### src/rtl/ssg_emb_sd_adc_sinc3_decim_if.sv
// rtl/ssg_emb_sd_adc_sinc3_decim_if.sv - control, bitstream and sample bundle of the sinc3 decimator
interface ssg_emb_sd_adc_sinc3_decim_if #(
  parameter int OUT_W = 16
);
  logic             enable;
  logic             sd_data;
  logic [3:0]       dec_log2;
  logic [OUT_W-1:0] offset;
  logic [OUT_W-1:0] sample;
  logic             sample_valid;
  logic             sat_flag;
  logic             settling;

  modport master (
    output enable, sd_data, dec_log2, offset,
    input  sample, sample_valid, sat_flag, settling
  );

  modport slave (
    input  enable, sd_data, dec_log2, offset,
    output sample, sample_valid, sat_flag, settling
  );
endinterface

### src/rtl/ssg_emb_sd_adc_sinc3_decim.sv
// rtl/ssg_emb_sd_adc_sinc3_decim.sv - sinc3 CIC decimator for a 1-bit sigma-delta stream
module ssg_emb_sd_adc_sinc3_decim #(
  parameter int OUT_W        = 16,
  parameter int MIN_DEC_LOG2 = 4,
  parameter int MAX_DEC_LOG2 = 8
) (
  input  logic                          clk,
  input  logic                          reset,
  ssg_emb_sd_adc_sinc3_decim_if.slave   bus
);
  localparam int ACC_W = 3 * MAX_DEC_LOG2 + 1;
  localparam int CNT_W = MAX_DEC_LOG2;
  localparam logic signed [OUT_W+1:0] HALF    = (OUT_W+2)'(2 ** (OUT_W - 1));
  localparam logic signed [OUT_W+1:0] POS_MAX = (OUT_W+2)'(2 ** (OUT_W - 1) - 1);
  localparam logic signed [OUT_W+1:0] NEG_MIN = -POS_MAX;

  logic [3:0]              l_req;
  logic [3:0]              active_l;
  logic                    restart;
  logic                    run;
  logic                    dec_event;
  logic [CNT_W-1:0]        dec_mask;
  logic [CNT_W-1:0]        cnt;
  logic [ACC_W-1:0]        i1, i2, i3;
  logic [ACC_W-1:0]        z0, z1, z2;
  logic [ACC_W-1:0]        c1, c2, raw, x_aligned;
  logic [7:0]              shamt;
  logic [OUT_W:0]          u;
  logic signed [OUT_W+1:0] off_ext;
  logic signed [OUT_W+1:0] d;
  logic [OUT_W-1:0]        sample_next;
  logic                    sat_next;
  logic [1:0]              settle_cnt;
  logic [OUT_W-1:0]        sample_q;
  logic                    valid_q;
  logic                    sat_q;
  logic                    settling_q;

  always_comb begin
    l_req = bus.dec_log2;
    if (bus.dec_log2 < 4'(MIN_DEC_LOG2)) begin
      l_req = 4'(MIN_DEC_LOG2);
    end else if (bus.dec_log2 > 4'(MAX_DEC_LOG2)) begin
      l_req = 4'(MAX_DEC_LOG2);
    end
  end

  // a rate change while running restarts the filter in the same cycle
  assign restart   = bus.enable && (l_req != active_l);
  assign run       = bus.enable && !restart;
  assign dec_mask  = CNT_W'((32'd1 << active_l) - 32'd1);
  assign dec_event = run && (cnt == dec_mask);

  assign c1  = i3 - z0;
  assign c2  = c1 - z1;
  assign raw = c2 - z2;

  // left-align so that full scale M^3 always lands on bit ACC_W-1
  assign shamt     = 8'(3 * (MAX_DEC_LOG2 - int'(active_l)));
  assign x_aligned = raw << shamt;
  assign u         = (OUT_W+1)'(x_aligned >> (ACC_W - OUT_W - 1));
  assign off_ext   = $signed({{2{bus.offset[OUT_W-1]}}, bus.offset});
  assign d         = $signed({1'b0, u}) - HALF - off_ext;

  always_comb begin
    sample_next = d[OUT_W-1:0];
    sat_next    = 1'b0;
    if (d > POS_MAX) begin
      sample_next = POS_MAX[OUT_W-1:0];
      sat_next    = 1'b1;
    end else if (d < NEG_MIN) begin
      sample_next = NEG_MIN[OUT_W-1:0];
      sat_next    = 1'b1;
    end
  end

  always_ff @(posedge clk or posedge reset) begin
    if (reset) begin
      active_l <= 4'(MIN_DEC_LOG2);
    end else begin
      active_l <= l_req;
    end
  end

  always_ff @(posedge clk or posedge reset) begin
    if (reset) begin
      cnt        <= '0;
      i1         <= '0;
      i2         <= '0;
      i3         <= '0;
      z0         <= '0;
      z1         <= '0;
      z2         <= '0;
      settle_cnt <= '0;
    end else if (!run) begin
      cnt        <= '0;
      i1         <= '0;
      i2         <= '0;
      i3         <= '0;
      z0         <= '0;
      z1         <= '0;
      z2         <= '0;
      settle_cnt <= '0;
    end else begin
      i1  <= i1 + ACC_W'(bus.sd_data);
      i2  <= i2 + i1;
      i3  <= i3 + i2;
      cnt <= dec_event ? '0 : cnt + 1'b1;
      if (dec_event) begin
        z0 <= i3;
        z1 <= c1;
        z2 <= c2;
        if (settle_cnt != 2'd3) begin
          settle_cnt <= settle_cnt + 2'd1;
        end
      end
    end
  end

  // sample and sat_flag survive clears; only a strobe or reset changes them
  always_ff @(posedge clk or posedge reset) begin
    if (reset) begin
      sample_q   <= '0;
      valid_q    <= 1'b0;
      sat_q      <= 1'b0;
      settling_q <= 1'b1;
    end else begin
      valid_q <= 1'b0;
      if (!run) begin
        settling_q <= 1'b1;
      end else if (dec_event && (settle_cnt == 2'd3)) begin
        valid_q    <= 1'b1;
        sample_q   <= sample_next;
        sat_q      <= sat_next;
        settling_q <= 1'b0;
      end
    end
  end

  assign bus.sample       = sample_q;
  assign bus.sample_valid = valid_q;
  assign bus.sat_flag     = sat_q;
  assign bus.settling     = settling_q;
endmodule

### src/flat_wrapper.sv
// flat-port wrapper written by rule: the top's interface ports become plain ports
module ssg_emb_sd_adc_sinc3_decim_flat 
#(
  parameter int OUT_W        = 16,
  parameter int MIN_DEC_LOG2 = 4,
  parameter int MAX_DEC_LOG2 = 8
)
  (clk, reset, bus_enable, bus_sd_data, bus_dec_log2, bus_offset, bus_sample, bus_sample_valid, bus_sat_flag, bus_settling);
  ssg_emb_sd_adc_sinc3_decim_if #(.OUT_W(OUT_W)) bus_i ();
  input  logic clk;
  input  logic reset;
  input wire logic [$bits(bus_i.enable)-1:0] bus_enable;
  input wire logic [$bits(bus_i.sd_data)-1:0] bus_sd_data;
  input wire logic [$bits(bus_i.dec_log2)-1:0] bus_dec_log2;
  input wire logic [$bits(bus_i.offset)-1:0] bus_offset;
  output wire logic [$bits(bus_i.sample)-1:0] bus_sample;
  output wire logic [$bits(bus_i.sample_valid)-1:0] bus_sample_valid;
  output wire logic [$bits(bus_i.sat_flag)-1:0] bus_sat_flag;
  output wire logic [$bits(bus_i.settling)-1:0] bus_settling;
  assign bus_i.enable = bus_enable;
  assign bus_i.sd_data = bus_sd_data;
  assign bus_i.dec_log2 = bus_dec_log2;
  assign bus_i.offset = bus_offset;
  assign bus_sample = bus_i.sample;
  assign bus_sample_valid = bus_i.sample_valid;
  assign bus_sat_flag = bus_i.sat_flag;
  assign bus_settling = bus_i.settling;
  ssg_emb_sd_adc_sinc3_decim #(.OUT_W(OUT_W), .MIN_DEC_LOG2(MIN_DEC_LOG2), .MAX_DEC_LOG2(MAX_DEC_LOG2)) u_core (.clk(clk), .reset(reset), .bus(bus_i));
endmodule
### config.mk
export PLATFORM = sky130hd
export DESIGN_NAME = ssg_emb_sd_adc_sinc3_decim_flat
export DESIGN_NICKNAME = d
export VERILOG_FILES = /design/src/rtl/ssg_emb_sd_adc_sinc3_decim_if.sv /design/src/rtl/ssg_emb_sd_adc_sinc3_decim.sv /design/src/flat_wrapper.sv
export SDC_FILE = /design/constraint.sdc
export NUM_CORES = 1
export LEC_CHECK = 0
export CAP_MARGIN = 40
export CELL_PAD_IN_SITES_DETAIL_PLACEMENT = 2
export CELL_PAD_IN_SITES_GLOBAL_PLACEMENT = 2
export CORE_MARGIN = 1.5
export CORE_UTILIZATION = 43
export CTS_CLUSTER_SIZE = 12
export DETAILED_ROUTE_END_ITERATION = 6
export PLACE_DENSITY_LB_ADDON = 0.1
export SLEW_MARGIN = 5
export SYNTH_ARGS = -nofsm -noshare
export SYNTH_HDL_FRONTEND = slang
export SYNTH_SLANG_ARGS = --single-unit
### constraint.sdc
create_clock -name clk -period 22.2 [get_ports clk]
set_input_delay 4.44 -clock clk [delete_from_list [all_inputs] [get_ports clk]]
set_output_delay 4.44 -clock clk [all_outputs]
set_load 0.02 [all_outputs]
==> reports/qor.yml <==
status: "complete, no violations"
grt_max_degree: 116
cts.sinks: 183
p_per_area_nw_per_um2: 47.0
synth_area_sq_um: 15800
gr-total-overflow: 0
sequentialPowerShare_pct: 41.3
worstMarginPinSlew_ns: 0.883
hold_viol: 0
path_common_cell: "ha_1"
areaGrowthSynthToFinish_pct: 9.33
met1_usage_pct: 29.9
fin_crit_ns: 10.23
dp_hpwl_um: 35800
row_count: 69
first_pass_iters: 4
startpoint_type: "register"
worst_setup_path_end_kind: "register"
fin_crit_sh_pct: 46.1
drtIter0Drc: 438
postSynthCellCount: 1853
n_antenna_cell: 0
die-area_sq_um: 37800
ios: 43
die_w_um: 194
seq_area_frac_synth_pct: 29.1
hold_buffers: 0
hold_path.class: "register to register"
cp.arrival_ns: 10.52
ys_ff_latch: 183
slowest_stage: "nor2_1"
clock-root-buffer: "clkbuf_16"
drc: 0
final_cell_mix: "nor2_1 (264), dfrtp_1 (181), ha_1 (170)"
p_clk_share_pct: 38.0
met3_usage_pct: 2.62
ys_top_cells_by_area: "dfrtp_1 (29%), ha_1 (13%), nor2_1 (6.3%)"
fmax_ghz: 0.0977
clkLatencyLatePin_ns: 0.45
netSwitchingPower_mw: 0.248
critical_path_class: "register to register"
grtUsageTotal_pct: 26.0
antenna_found_initial: 0
maxCapViolations: 0
synth_ff_type: "dfrtp_1"
grt_pass1_wl_um: 80700
p_int_mw: 0.562
slew_headroom_pct: 41.1
p_sw_share_pct: 30.7
layout.cells.most_common: "nor2_1"
clock_path_buffers: 2
h-tree-depth: 4
wirelength_um: 47400
max_stage_delay_ns: 0.70
cts_resized: 0
setup_violations: 0
die_y_um: 194
synth_nets: 2054
p_comb_share_pct: 20.7
peakVddDrop_v: 0.0000540
clk_pin_slew_ns: 0.07
drive_gt1_share_pct: 4.15
initial_core_util_pct: 44.0
coreArea_sq_um: 35800
synth_cell_types: 73
routedWlPerCell_um: 20.2
yosys.area.top_type: "dfrtp_1"
setup_tns_ns: 0
grt.busiest_layer: "met2"
post_cts_buffers: 0
synth_edf_count: 0
cts_tree: "done"
yosysTopAreaCellShare_pct: 28.7
rsz0062_at_grt: "false"
drtAntennaViolNets: 0
required_ns: 22.49
dp_cells: 2310
finClkSkew_ns: 0.0161
viasPerCell: 5.79
reg2reg_slack_ns: 11.97
layoutNonFillerInstCount: 2341
critPathMaxFanout: 15
numCtsBuffers: 17
n_fill_cell: 3976
io_buffers: 42
synth-warning-count: 0
ys_async_sr_fraction_pct: 100
syn-mean-instance-area_sq_um: 8.51
nets: 2069
slew_viol_final: 0
grt_pass1_vias: 15600
via_count: 13600
p_leak_nw: 7.68
use_met2_pct: 50.8
gp_congestion: 0.883
-- state kept, by name, summed over array words and instances, names as in the netlist --
signal / cells
u_core.bus.sample_valid: 1
u_core.bus.sat_flag: 1
u_core.z1: 25
u_core.active_l: 4
u_core.cnt: 8
u_core.bus.settling: 1
u_core.i1: 25
u_core.settle_cnt: 2
u_core.i2: 25
u_core.z0: 25
u_core.bus.sample: 16
u_core.i3: 25
u_core.z2: 25
-- cells by family after synthesis --
logic type               share of synthesized area [%]
flip-flops                                        29.1
AND/OR/NAND/NOR                                   17.4
adder cells (fa/ha/maj)                           14.4
XOR/XNOR                                          8.69
multiplexers                                      6.25
AO/OA/AOI/OAI                                     19.3
buffers and inverters                             4.91
-- layout make-up --
class / instances / area, sq um / share of cell area, %
Multi-Input combinational cell: 1469 / 10400 / 60.4
Sequential cell: 183 / 4580 / 26.6
Tap cell: 461 / 577 / 3.35
Timing Repair Buffer: 56 / 553 / 3.21
Inverter: 141 / 537 / 3.11
Clock buffer: 21 / 450 / 2.61
Clock inverter: 10 / 121 / 0.704
-- power groups by stage --
stage          logic, mW  clock network, mW  registers, mW
2_1_floorplan      0.115                  0          0.341
3_5_place_dp       0.169                  0          0.341
5_1_grt            0.187              0.327          0.334
6_report           0.168              0.308          0.334
3_3_place_gp       0.159                  0          0.341
4_1_cts            0.170              0.316          0.334
-- critical path, delay by kind of cell (launching register included) --
family,cells,cell delay [ns]
adders and majority gates,5,1.58
DFF,1,0.45
AOI/OAI and AO/OA,18,4.96
and+or+nand+nor,10,2.23
xor gates and xnor gates,4,0.84
-- final timing paths --
kind                                                 start  cells past startpoint                          endpoint
min in group asynchronous                            reset                      2            u_core.i1[2]$_DFF_PP0_
max                                 u_core.i3[1]$_DFF_PP0_                     37  u_core.bus.sample[4]$_DFFE_PP0P_
min                        u_core.bus.settling$_DFFE_PP1P_                      2   u_core.bus.settling$_DFFE_PP1P_
max reg2reg                         u_core.i3[1]$_DFF_PP0_                     37  u_core.bus.sample[4]$_DFFE_PP0P_
max in group asynchronous                            reset                      4         u_core.z0[20]$_DFFE_PP0P_
min reg2reg                u_core.bus.settling$_DFFE_PP1P_                      2   u_core.bus.settling$_DFFE_PP1P_
-- synthesized netlist by cell type, types with 8 or more instances --
cell / instances
a211oi_1: 20
a21boi_0: 10
a21o_1: 51
a21oi_1: 109
a31oi_1: 20
and2_1: 20
and3_1: 15
buf_2: 9
clkbuf_1: 47
dfrtp_1: 181
ha_1: 170
inv_1: 141
mux2i_1: 77
nand2_1: 98
nand2b_1: 28
nand3_1: 42
nand4_1: 12
nor2_1: 264
nor2b_1: 23
nor3_1: 54
o211ai_1: 16
o21a_1: 34
o21ai_0: 80
o21bai_1: 15
o22ai_1: 8
o31a_1: 8
o31ai_1: 8
or3_1: 16
xnor2_1: 91
xor2_1: 61
-- through the flow --
| stage | utilization, % | hold WS (ns) | power (mW) | instance area (sq um) | worst slack, ns |
|---|---|---|---|---|---|
| after floorplan | - | 0.486 | 0.456 | 15800 | 12.79 |
| after global placement | 46.4 | 0.488 | 0.500 | 16600 | 12.66 |
| after detailed placement | 46.5 | 0.499 | 0.510 | 16700 | 12.02 |
| after CTS | 48.1 | 0.509 | 0.821 | 17200 | 11.96 |
| after global routing | 48.1 | 0.527 | 0.848 | 17200 | 11.02 |
| final | 48.1 | 0.507 | 0.810 | 17200 | 11.97 |
-- metal layers --
| metal | vias to the layer above | part of all wire (%) | wire (um) |
|---|---|---|---|
| met5 | - | 0 | 0 |
| met4 | 0 | 1.9 | 896 |
| met3 | 62 | 1.3 | 599 |
| met2 | 121 | 54 | 25800 |
| met1 | 6811 | 42 | 20100 |
| li1 | 6563 | - | - |
No activity file was read; power rests on OpenSTA's default activity.
